===== src/rtl/conv_mac_stream.sv =====
// conv_mac_stream: serial multiply-accumulate convolution engine.
// Handshakes: a transfer happens on a rising edge where valid && ready are
// both high; valid never depends on ready, and while a result is offered but
// not taken the whole pipeline freezes (o_tap_ready = 0).
// One tap per cycle enters a registered product stage. The accumulator
// folds the products, and the last product of a window is rounded, clamped
// and loaded into the output register in the same cycle.
module conv_mac_stream #(
  parameter int PIX_W = 8,
  parameter int WGT_W = 8,
  parameter int FRAC  = 7,
  parameter int TAPS  = 9
) (
  input  logic             i_clk,
  input  logic             i_rst,
  input  logic             i_clr,
  input  logic             i_rnd_en,
  input  logic             i_tap_valid,
  output logic             o_tap_ready,
  input  logic [PIX_W-1:0] i_pix,
  input  logic [WGT_W-1:0] i_wgt,
  output logic             o_valid,
  input  logic             i_ready,
  output logic [PIX_W-1:0] o_result,
  output logic             o_sat,
  output logic             o_busy
);

  localparam int ACC_W = PIX_W + WGT_W + 1 + $clog2(TAPS);
  localparam int PRD_W = PIX_W + WGT_W + 1;
  localparam int CNT_W = $clog2(TAPS);
  localparam int RND_W = ACC_W + 1;
  localparam logic [CNT_W-1:0]        LAST_CNT = CNT_W'(TAPS - 1);
  localparam logic signed [RND_W-1:0] MAX_V    = RND_W'((2 ** PIX_W) - 1);
  localparam logic signed [RND_W-1:0] HALF_V   = RND_W'(2 ** (FRAC - 1));

  // Tap/product stage state
  logic [CNT_W-1:0]        tap_cnt_q, tap_cnt_d;
  logic signed [PRD_W-1:0] prod_q, prod_d;
  logic                    pv_q;
  logic                    first_q;
  logic                    last_q;
  logic                    rnd_q;
  // Accumulator
  logic signed [ACC_W-1:0] acc_q;
  // Output register
  logic                    valid_q;
  logic [PIX_W-1:0]        result_q, result_d;
  logic                    sat_q, sat_d;

  logic                    en;
  logic                    tap_acc;
  logic                    fin;
  logic signed [PRD_W-1:0] pix_s, wgt_s;
  logic signed [ACC_W-1:0] prod_ext, sum;
  logic signed [RND_W-1:0] sum_w, shifted;

  assign en          = !(valid_q && !i_ready);
  assign o_tap_ready = en;
  assign tap_acc     = i_tap_valid && en && !i_clr;
  // The abort wins over finishing a window whose last product is in flight.
  assign fin         = pv_q && last_q && en && !i_clr;

  // Pixel is zero-extended so it stays non-negative in the signed product.
  assign pix_s     = PRD_W'($signed({1'b0, i_pix}));
  assign wgt_s     = PRD_W'($signed(i_wgt));
  assign prod_d    = pix_s * wgt_s;
  assign tap_cnt_d = (tap_cnt_q == LAST_CNT) ? '0 : tap_cnt_q + CNT_W'(1);

  // Running sum including the product consumed this cycle, then round/shift.
  assign prod_ext = ACC_W'(prod_q);
  assign sum      = first_q ? prod_ext : acc_q + prod_ext;
  assign sum_w    = RND_W'(sum) + (rnd_q ? HALF_V : '0);
  assign shifted  = sum_w >>> FRAC;

  // Clamp the shifted value into the unsigned pixel range.
  always_comb begin
    result_d = shifted[PIX_W-1:0];
    sat_d    = 1'b0;
    if (shifted < 0) begin
      result_d = '0;
      sat_d    = 1'b1;
    end else if (shifted > MAX_V) begin
      result_d = '1;
      sat_d    = 1'b1;
    end
  end

  // Tap counter and product register; abort clears them before any accept.
  always_ff @(posedge i_clk) begin
    if (i_rst) begin
      tap_cnt_q <= '0;
      prod_q    <= '0;
      pv_q      <= 1'b0;
      first_q   <= 1'b0;
      last_q    <= 1'b0;
      rnd_q     <= 1'b0;
    end else if (i_clr) begin
      tap_cnt_q <= '0;
      pv_q      <= 1'b0;
    end else if (en) begin
      pv_q <= tap_acc;
      if (tap_acc) begin
        prod_q    <= prod_d;
        first_q   <= (tap_cnt_q == '0);
        last_q    <= (tap_cnt_q == LAST_CNT);
        tap_cnt_q <= tap_cnt_d;
        if (tap_cnt_q == '0) rnd_q <= i_rnd_en;
      end
    end
  end

  // Accumulator folds each product as it leaves the product register.
  always_ff @(posedge i_clk) begin
    if (i_rst || i_clr) begin
      acc_q <= '0;
    end else if (en && pv_q) begin
      acc_q <= sum;
    end
  end

  // Output register: load on finalise, otherwise drain on a taken result.
  always_ff @(posedge i_clk) begin
    if (i_rst) begin
      valid_q  <= 1'b0;
      result_q <= '0;
      sat_q    <= 1'b0;
    end else if (fin) begin
      valid_q  <= 1'b1;
      result_q <= result_d;
      sat_q    <= sat_d;
    end else if (valid_q && i_ready) begin
      valid_q <= 1'b0;
    end
  end

  assign o_valid  = valid_q;
  assign o_result = result_q;
  assign o_sat    = sat_q;
  assign o_busy   = (tap_cnt_q != '0) || pv_q;

endmodule


===== config.mk =====
export PLATFORM = sky130hd
export DESIGN_NAME = conv_mac_stream
export DESIGN_NICKNAME = d
export VERILOG_FILES = /design/src/rtl/conv_mac_stream.sv
export SDC_FILE = /design/constraint.sdc
export NUM_CORES = 1
export LEC_CHECK = 0
export CAP_MARGIN = 20
export CORE_ASPECT_RATIO = 1.2
export CORE_MARGIN = 2
export CORE_UTILIZATION = 51
export DETAILED_ROUTE_END_ITERATION = 10
export PLACE_DENSITY_LB_ADDON = 0.25
export SLEW_MARGIN = 10
export SYNTH_ARGS = -nofsm -noshare
export SYNTH_HDL_FRONTEND = slang
export SYNTH_SLANG_ARGS = --single-unit

===== constraint.sdc =====
create_clock -name i_clk -period 6.81 [get_ports i_clk]
set_input_delay 1.362 -clock i_clk [delete_from_list [all_inputs] [get_ports i_clk]]
set_output_delay 1.362 -clock i_clk [all_outputs]
set_load 0.02 [all_outputs]

==> results.py, run 1 <==
metrics = {
    "run_status": {
        "outcome": "finished, final reports clean",
    },
    "cells_and_area": {
        "final_cell_mix": "89 x nand2_1, 72 x inv_1, 71 x nor2_1",
        "antenna-diode-count": 0,
        "final_common_cell": "nand2_1",
        "drive_gt1_frac": 0.0436,
        "syn_to_final_growth_pct": 9.61,
        "nNetsFinal": 904,
    },
    "clocking": {
        "clockBufferDepth": 2,
        "cts_made_buffers": 5,
        "cts_setup_buffers": 0,
        "htree_levels": 2,
        "clk_latency_ps": 290,
        "cts.clk_slew.worst_paths_ps": 80,
        "cts_root_buf": "clkbuf_16",
        "ctsResizeCount": 0,
        "cts.sinks": 56,
        "cts_tree": "yes",
        "cts_hold_buf": 0,
    },
    "flow_run": {
        "cap_violations": 0,
    },
    "setup_path": {
        "cp_num_buf_inv": 3,
        "worst_setup_path_start_kind": "input port",
        "critical_path_required_ps": 7010,
        "crit_path_end_kind": "flop",
        "cpMaxStageDelayCell": "fa_1",
        "crit_chain": "clkdlybuf4s50_1 -> and2_1 -> fa_1 -> inv_1 -> fa_1 -> fa_1 -> fa_1 -> inv_1 -> ha_1 -> nor2b_1 -> o21ai_0 -> a21oi_1 -> o21ai_0 -> a21boi_0 -> o21ai_0 -> a21boi_0 -> o21ai_0 -> a21oi_1 -> xnor2_1 -> a211oi_1",
        "critPathKind": "in -> reg",
        "cp_top_family": "adder cells",
        "critical_path.max_stage_delay_ps": 540,
        "crit_arrival_ps": 6300,
        "path_max_fanout": 8,
    },
    "global_routing": {
        "grt_max_degree": 31,
        "grtUsageTotal": 0.225,
        "grt.overflow.total": 0,
        "grt_first_pass_wirelength_um": 24000,
        "antenna_found_initial": 0,
        "grt_pass1_vias": 5217,
    },
    "synthesis": {
        "ys_ff_latch": 56,
        "synth_top_family_by_area": "adder cells",
        "synth_edf_count": 0,
        "synthFlopType": "dfxtp_1",
        "synth_warnings": 0,
        "synthArstFlopShare": 0,
        "synth_cells": 761,
        "synth_fp_nets": 887,
        "synth_mux_area_frac": 0.0134,
        "synth_top_area_share": 0.184,
        "syn_area_mm2": 0.00608,
        "synthXorXnorAreaFrac": 0.0389,
        "synth.distinct_cells": 70,
        "avgSynthCellArea_um2": 7.99,
        "synth_fa_ha_area_frac": 0.261,
        "yosysTopAreaCell": "dfxtp_1",
        "synthSimpleGateAreaFrac": 0.236,
        "synth_area_leaders": "dfxtp_1 18%, ha_1 14%, fa_1 13%",
        "ys_seq_area_frac": 0.184,
        "synth_compound_area_frac": 0.204,
    },
    "floorplan": {
        "die_h_um": 124,
        "std_cell_rows": 43,
        "coreArea_mm2": 0.0116,
        "die_w_um": 104,
        "start_util": 0.523,
        "dieArea_mm2": 0.0128,
        "boundaryPins": 34,
    },
    "route": {
        "drc": 0,
        "dr.pass1.iters": 5,
        "routedWlPerCell_um": 15.1,
        "ant_nets": 0,
        "drtIter0Drc": 260,
        "vias_per_cell": 5.74,
        "wl_um": 14100,
        "num_vias": 5376,
    },
    "sta": {
        "max_slew_margin": 0.310,
        "fmax_mhz": 164,
        "setup_viol": 0,
        "hold_violations": 0,
        "setup_slack_ps": 702,
        "worstMarginPinSlew_ps": 1030,
        "clock_skew_ps": 12.4,
        "fin_crit_sh": 0.897,
        "final_max_slew_viol_count": 0,
        "fin_crit_ps": 6110,
        "rsz0062_at_grt": "no",
        "fin_setup_tns_ps": 0,
    },
    "placement": {
        "place.gp.congestion": 0.879,
        "dp_slack_ps": 375,
        "hpwl_um": 11500,
        "io_buffer_count": 33,
    },
    "worst_hold_path": {
        "hp-class": "reg -> reg",
    },
    "pwr": {
        "finalPower_uw": 1290,
        "powerDensity_mw_per_mm2": 193,
        "p_leak_uw": 0.00287,
        "ir_drop_mv": 0.0954,
    },
}
layer usage:
layer | wire length, um | share of wire | global-route usage
met1 | 6290 | 0.45 | 0.277
met2 | 7160 | 0.51 | 0.423
met3 | 378 | 0.027 | 0.0157
met4 | 301 | 0.021 | 0.0709
met5 | 0 | 0 | 0
synth_stat cells (3+ instances only):
| cell | number |
|---|---|
| a21boi_0 | 3 |
| nor2b_1 | 4 |
| and2_1 | 42 |
| nand3_1 | 13 |
| a311oi_1 | 6 |
| nor4_1 | 4 |
| nand2b_1 | 9 |
| nand2_1 | 89 |
| a2111oi_0 | 3 |
| buf_2 | 4 |
| nor3_1 | 13 |
| xor2_1 | 5 |
| or3_1 | 6 |
| ha_1 | 66 |
| a21oi_1 | 59 |
| a211oi_1 | 16 |
| mux2i_1 | 7 |
| nand4_1 | 5 |
| o21ai_1 | 5 |
| a211o_1 | 3 |
| a21o_1 | 12 |
| inv_1 | 72 |
| nand3b_1 | 4 |
| o211ai_1 | 10 |
| and3_1 | 5 |
| xnor2_1 | 22 |
| fa_1 | 38 |
| nor2_1 | 71 |
| or2_2 | 3 |
| o21ai_0 | 25 |
| clkbuf_1 | 21 |
| nor3b_1 | 4 |
| dfxtp_1 | 56 |
| o31ai_1 | 5 |
report_power, final:
part           switching, uW  internal, uW  leakage, uW
logic                    371           280      0.00235
registers               28.8           350     0.000454
clock network            119           137    0.0000671
path summary, 6_finish.rpt:
kind / from / endpoint / slack (ps) / depth (start not counted)
hold / removal: o_result[6] / o_result[6] / 460 / 2
setup / recovery: i_pix[1] / prod_q[16] / 700 / 20
hold reg to reg: o_result[6] / o_result[6] / 460 / 2
setup reg to reg: prod_q[0] / o_result[5] / 2810 / 13
sequential cells by signal, summed over array words and instances (netlist names):
name	flops
acc_q	21
first_q	1
last_q	1
o_result	8
o_sat	1
o_valid	1
prod_q	17
pv_q	1
rnd_q	1
tap_cnt_q	4
kinds of logic after synthesis:
| group | count (synthesis) |
|---|---|
| AO/OA/AOI/OAI | 179 |
| XOR/XNOR | 27 |
| adder cells (fa/ha/maj) | 104 |
| buffers and inverters | 98 |
| flip-flops | 56 |
| multiplexers | 8 |
| AND/OR/NAND/NOR | 289 |
worst register-to-register path, delay by kind of cell, from the launching register on:
kind | cells | cell delay [ps]
AOI/OAI and AO/OA | 7 | 1850
adders and majority gates | 2 | 690
and+or+nand+nor | 3 | 590
muxes | 1 | 380
DFF | 1 | 340
final cells by class:
cell class,instances,area [um2]
timing repair buffer,36,353
tap,157,196
multi-input combinational,607,4580
fill,1088,4950
clock buffer,6,129
inverter,72,270
sequential,56,1120
clock inverter,2,16.3
through the flow:
stage / utilization / area (um2) / hold WS, ps / cells
after global routing: 0.574 / 6670 / 468 / 936
after CTS: 0.574 / 6670 / 458 / 936
after detailed placement: 0.561 / 6520 / 447 / 928
final: 0.574 / 6670 / 457 / 936
after global placement: 0.561 / 6520 / 445 / 928
after floorplan: - / 6080 / 436 / 761
Power figures use the tool's default switching activity.
==> run 2, diff against run 1 <==
--- a/config.mk
+++ b/config.mk
@@ -5,11 +5,11 @@
 export SDC_FILE = /design/constraint.sdc
 export NUM_CORES = 1
 export LEC_CHECK = 0
-export CAP_MARGIN = 20
 export CORE_ASPECT_RATIO = 1.2
 export CORE_MARGIN = 2
 export CORE_UTILIZATION = 51
 export DETAILED_ROUTE_END_ITERATION = 10
+export HOLD_SLACK_MARGIN = 0.08
 export PLACE_DENSITY_LB_ADDON = 0.25
 export SLEW_MARGIN = 10
 export SYNTH_ARGS = -nofsm -noshare
==> results of run 2 <==
Same layout as run 1: the final DEF is identical, and so are final timing and power.
